===== src/rtl/alu_op_sequencer.sv =====
// Sequential front end for the combinational ALU: registers operands/select, waits SETTLE cycles,
// captures result/flags and returns them on a valid/ready response. Optional macro: ALU_STICKY_FLAGS_EN.
module alu_op_sequencer #(
  parameter int unsigned WIDTH  = 32,
  parameter int unsigned SETTLE = 1,
  parameter int unsigned TAG_W  = 4
) (
  input  logic             clk,
  input  logic             rst,
  input  logic             req_valid,
  output logic             req_ready,
  input  logic [WIDTH-1:0] req_a,
  input  logic [WIDTH-1:0] req_b,
  input  logic [2:0]       req_sel,
  input  logic [TAG_W-1:0] req_tag,
  output logic [WIDTH-1:0] alu_a,
  output logic [WIDTH-1:0] alu_b,
  output logic [2:0]       alu_sel,
  input  logic [WIDTH-1:0] alu_result,
  input  logic [3:0]       alu_flag,
  output logic             rsp_valid,
  input  logic             rsp_ready,
  output logic [WIDTH-1:0] rsp_result,
  output logic [3:0]       rsp_flag,
  output logic [TAG_W-1:0] rsp_tag,
  output logic             rsp_err
`ifdef ALU_STICKY_FLAGS_EN
  ,
  input  logic             sticky_clr,
  output logic [3:0]       sticky_flag
`endif
);

  typedef enum logic [1:0] {IDLE, DRIVE, RESP} state_t;

  localparam logic [3:0] CNT_LOAD = 4'(SETTLE - 1);

  state_t           state;
  logic [3:0]       cnt;
  logic [TAG_W-1:0] tag_q;
  logic             sel_illegal;

  always_comb begin
    req_ready   = (state == IDLE);
    sel_illegal = (req_sel[2:1] == 2'b11);
  end

  always_ff @(posedge clk) begin
    if (rst) begin
      state      <= IDLE;
      cnt        <= '0;
      tag_q      <= '0;
      alu_a      <= '0;
      alu_b      <= '0;
      alu_sel    <= '0;
      rsp_valid  <= 1'b0;
      rsp_result <= '0;
      rsp_flag   <= '0;
      rsp_tag    <= '0;
      rsp_err    <= 1'b0;
    end else begin
      case (state)
        IDLE: begin
          if (req_valid) begin
            if (sel_illegal) begin
              // Illegal ops never touch the ALU; answer immediately with an error.
              rsp_err    <= 1'b1;
              rsp_result <= '0;
              rsp_flag   <= '0;
              rsp_tag    <= req_tag;
              rsp_valid  <= 1'b1;
              state      <= RESP;
            end else begin
              alu_a   <= req_a;
              alu_b   <= req_b;
              alu_sel <= req_sel;
              tag_q   <= req_tag;
              cnt     <= CNT_LOAD;
              state   <= DRIVE;
            end
          end
        end
        DRIVE: begin
          if (cnt == '0) begin
            rsp_result <= alu_result;
            rsp_flag   <= alu_flag;
            rsp_tag    <= tag_q;
            rsp_err    <= 1'b0;
            rsp_valid  <= 1'b1;
            state      <= RESP;
          end else begin
            cnt <= cnt - 4'd1;
          end
        end
        RESP: begin
          if (rsp_ready) begin
            rsp_valid <= 1'b0;
            state     <= IDLE;
          end
        end
        default: state <= IDLE;
      endcase
    end
  end

`ifdef ALU_STICKY_FLAGS_EN
  always_ff @(posedge clk) begin
    if (rst || sticky_clr) begin
      sticky_flag <= '0;
    end else if (state == DRIVE && cnt == '0) begin
      sticky_flag <= sticky_flag | alu_flag;
    end
  end
`endif

endmodule

===== config.mk =====
export PLATFORM = sky130hd
export DESIGN_NAME = alu_op_sequencer
export DESIGN_NICKNAME = d
export VERILOG_FILES = /design/src/rtl/alu_op_sequencer.sv
export SDC_FILE = /design/constraint.sdc
export NUM_CORES = 1
export LEC_CHECK = 0
export CELL_PAD_IN_SITES_DETAIL_PLACEMENT = 0
export CELL_PAD_IN_SITES_GLOBAL_PLACEMENT = 1
export CORE_ASPECT_RATIO = 0.9
export CORE_UTILIZATION = 26
export DETAILED_ROUTE_END_ITERATION = 8
export HOLD_SLACK_MARGIN = 0.03
export PLACE_DENSITY = 0.83
export SLEW_MARGIN = 20
export SYNTH_ARGS = -nofsm -noshare
export SYNTH_HDL_FRONTEND = slang
export SYNTH_SLANG_ARGS = --single-unit

===== constraint.sdc =====
create_clock -name clk -period 1.45 [get_ports clk]
set_input_delay 0.145 -clock clk [delete_from_list [all_inputs] [get_ports clk]]
set_output_delay 0.145 -clock clk [all_outputs]
set_load 0.02 [all_outputs]

## Word level (Yosys, flattened, before mapping)

Index checks and enable logic that the tools add are counted.

- Register bits after elaboration: 119
- Bits of input ports: 111
- Output and inout bits: 110
- Word-level logic and storage cells: 59

- $add $sub $neg: 1
- Eq/ne operators: 9
- Mux-type cells: 28
- Bitwise operators: 1
- Reduce and logical (&&, ||, !) cells: 9

Operator list:

| kind | number |
|---|---|
| 32-bit two-way mux | 3 |
| 32-bit one-hot mux with 2 select lines | 1 |
| 4-bit two-way mux | 9 |
| 4-bit one-hot mux with 2 select lines | 3 |
| 2-bit != test (second input constant) | 5 |
| 2-bit two-way mux | 4 |
| 4-bit AND reduction | 2 |
| 2-bit one-hot mux with 3 select lines | 1 |
| 3-bit AND reduction | 2 |
| 1-bit two-way mux | 5 |
| 5-bit AND reduction | 1 |
| 2-bit equality test (second input constant) | 2 |
| 4-bit logical NOT | 1 |
| 4-bit by 1-bit subtractor with 4-bit output (second input constant) | 1 |
| 1-bit one-hot mux with 3 select lines | 1 |
| 3-bit nonzero test | 1 |
| 2-bit by 1-bit equality test with 1-bit output (second input constant) | 1 |
| 2-bit logical NOT | 1 |
| 2-bit by 1-bit != test with 1-bit output (second input constant) | 1 |
| 1-bit one-hot mux with 2 select lines | 1 |
| 2-bit nonzero test | 1 |
| 1-bit NOT | 1 |

## Depth between registers and ports, before layout

- Word-level depth: 4
- Gate-level depth with buffers: 7
- Depth with buffers taken out: 5

## Worst setup path before layout

No wires, ideal clock.

- Path type: register to register
- Start point: reg cnt[0]
- End point: reg rsp_result[26]
- Setup time: 118 ps
- Arrival time: 1386 ps
- Required time: 1332 ps
- Setup slack: -54 ps
- Cell stages (with the launch flop): 7
- Path buffers: 1
- Clock period less this slack: 1504 ps
- Path through: dfxtp_1 > inv_1 > ha_1 > nor3b_4 > mux2i_4 > buf_6 > a32o_2

- Longest elaborated chain between the ends: 3

RTL lines:

| element | RTL line | source |
|---|---|---|
| from (decl) | 39 | `logic [3:0] cnt;` |
| from (signal assigned) | 92 | `cnt <= cnt - 4'd1;` |
| 4-bit logical NOT | 84 | `if (cnt == '0) begin` |
| 2-bit != test (no source line) | - |  |
| 4-bit AND reduction (no source line) | - |  |
| to (signal assigned) | 85 | `rsp_result <= alu_result;` |
| to (decl) | 23 | `output logic [WIDTH-1:0] rsp_result,` |

Every way passes these cells.
A chain may end at the register's enable or synchronous reset.

## Final worst setup path

- Start point: reg cnt[1]
- End point: reg rsp_result[31]

The elaborated chain is that of the path after synthesis.

==> flow_summary.toml <==
[status]
status = "complete, but fails checks"
violations = "negative setup slack"

[floorplan]
dieArea_um2 = 18200
die_h_um = 128
row_count = 45
pin_count = 221
start_util = 0.269
die-width_um = 142
core_um2 = 17100

[cells_and_area]
diodes = 0
nNetsFinal = 826
fin_area_um2 = 8380
drive_gt1_frac = 0.304
synthToLayoutAreaGrowth_pct = 82.6
num-fill-cells = 1567
layout_common_cells = "dfxtp_1 (116), clkdlybuf4s50_1 (109), dlygate4sd2_1 (109)"
mostFrequentLayoutCell = "dfxtp_1"

[timing]
setup_viol = 99
drv_slew = 0
setup_ws_ns = -0.120
tightest_slew_ns = 0.777
fin_skew_ns = 0.00860
rsz0062_at_grt = "true"
hold_violations = 0
period_share = 1.08
fmax_mhz = 637
min_period_ns = 1.57
slew_headroom = 0.482

[critical_path]
crit_path_max_incr_delay_ns = 0.34
path_delay_family = "simple AND/OR/NAND/NOR gates"
worstSetupEndpointType = "flop"
cp.required_ns = 1.74
crit_fanout = 38
r2r_start = "cnt[1]"
slowest_stage = "nor3b_4"
reg2reg_depth = 6
crit_buf_inv = 2
arrival_ns = 1.86
cp-start-kind = "flop"
path_depth = 6
crit_start = "cnt[1]"
worstPathCellList = "inv_2 > ha_4 > nor3b_4 > mux2i_4 > buf_12 > a32o_1"
critPathKind = "reg2reg"
timing.rr.end = "rsp_result[31]"
r2r_slack_ns = -0.12

[detailed_routing]
first_iter_violations = 166
vias_per_cell = 4.96
firstDrtPassIters = 4
vias = 4737
drc = 0
wl_um = 15600
ant_nets = 0
wl_per_cell_um = 16.4

[clock_tree]
worstSkewPairLatency_ns = 0.40
cts-root-buf = "clkbuf_16"
htree_levels = 4
cts_buffers = 17
clock_sinks = 119
clk_pin_slew_ns = 0.05
clock_path_buffers = 2
tritoncts = "built"

[yosys]
syn-num-nets = 595
synth_seq_cells = 119
synth_cells = 482
synth_cell_types = 40
syn_area_per_cell_um2 = 9.53
yosysTopAreaCellShare = 0.519
synthFlopType = "dfxtp_1"
yosys_warnings = 0
synthArstFlopShare = 0
synth-seq-area-share = 0.519
synth_area_um2 = 4590
synthTopCellsByArea = "dfxtp_1 (52%), a21oi_1 (8.2%), nand3_1 (7.8%)"
synth_top_area_cell = "dfxtp_1"
synth-edff-count = 0

[global_routing]
antenna_found_initial = 0
track_usage = 0.165
first_global_vias = 4675
grt_pass1_wl_um = 23500
grt_max_degree = 66
overflow = 0

[min_path]
whs_path_depth = 3
worstHoldStart = "req_b[15]"
hp-class = "in2reg"
min_delay_worst_endpoint = "alu_b[15]"

[place]
dp_slack_ns = -0.217
place_area_um2 = 7150
port_buffers = 220
gp_congestion = 0.740
hpwlAfterDp_um = 9780

[power_and_ir_drop]
intPower_w = 0.00695
powerDensity_nw_per_um2 = 1160
static-leakage-power_nw = 3.55
peakVddDrop_mv = 0.832
combPwrFrac = 0.259
switching_share = 0.289
switchingPower_w = 0.00282
p_seq_frac = 0.372
p_clk_frac = 0.368

[job]
maxCapViolCount = 0
==> state kept, by name (all words and copies together), names as in the netlist <==
signal,flops
cnt,4
alu_a,32
tag_q,4
rsp_err,1
rsp_flag,4
alu_sel,3
alu_b,32
state,2
rsp_tag,4
rsp_result,32
rsp_valid,1
==> layout make-up <==
class / instances / area [µm²] / share of cell area
well taps: 235 / 294 / 0.0351
multi-input cells: 303 / 2530 / 0.301
repair buffers: 267 / 2650 / 0.316
clock inverters: 5 / 27.5 / 0.00328
clock buffers: 22 / 474 / 0.0566
flip-flops and latches: 119 / 2390 / 0.285
inverters: 5 / 21.3 / 0.00254
==> what timing repair did <==
item,CTS,global route
pin swaps,36,67
setup endpoints to repair,225,114
cloned,6,1
hold buffers,1,0
buffers inserted,11,3
hold endpoints to repair,1,0
resized for setup,146,134
==> worst max-delay path by stage <==
stage	endpoint	slack, ns
after CTS	rsp_result[24]	-0.11
after global routing	rsp_result[2]	-0.16
after floorplan	rsp_flag[2]	-0.02
after detailed placement	rsp_tag[2]	-0.22
final	rsp_result[31]	-0.12
after global placement	rsp_tag[1]	-0.18
==> stage by stage <==
stage / hold WS (ns) / total power [W] / utilization / TNS [ns] / std cells
global route: 0.293 / 0.0102 / 0.491 / -11.79 / 956
global placement: 0.405 / 0.00576 / 0.419 / -12.42 / 914
CTS: 0.286 / 0.00975 / 0.465 / -6.32 / 959
detailed placement: 0.421 / 0.00581 / 0.419 / -14.97 / 914
finish: 0.304 / 0.00977 / 0.491 / -6.47 / 956
floorplan: 0.271 / 0.00474 / - / -0.479 / 482
==> tightest hold or removal path: stages <==
cell             delay, ns
clkdlybuf4s50_1       0.40
nand3_1               0.06
a21oi_1               0.05
==> layer usage <==
layer  up-vias  global-route usage  wire (µm)
met4         0              0.0512        184
li1       2263                   -          -
met3        16              0.0624       1270
met5         -                   0          0
met1      2277               0.188       6390
met2       181               0.286       7800
==> cells by family after synthesis <==
| logic type | synth area share |
|---|---|
| simple gates | 0.117 |
| flops | 0.519 |
| mux | 0.0136 |
| buf+inv | 0.0722 |
| fa+ha+maj | 0.00545 |
| compound gates | 0.273 |
==> cell usage after synthesis, types with 2 or more instances <==
library cell	number
nand3_1	72
mux2i_1	4
o31ai_1	2
or4_1	3
clkbuf_1	33
or3b_2	4
dfxtp_1	119
buf_2	12
a21bo_2	2
ha_1	2
a32o_2	32
buf_12	3
a32o_1	4
a21oi_1	75
o211ai_1	5
o21ai_0	72
nor2b_1	2
nor2_1	3
nand2_1	6
buf_6	5
inv_1	3
==> power groups by stage <==
stage | registers, W | clock network (W) | logic (W)
after floorplan | 0.00397 | 0 | 0.000771
after detailed placement | 0.00371 | 0 | 0.00210
after global routing | 0.00366 | 0.00389 | 0.00270
after global placement | 0.00369 | 0 | 0.00206
after CTS | 0.00363 | 0.00372 | 0.00240
final | 0.00364 | 0.00360 | 0.00253
Power figures use the tool's default switching activity.
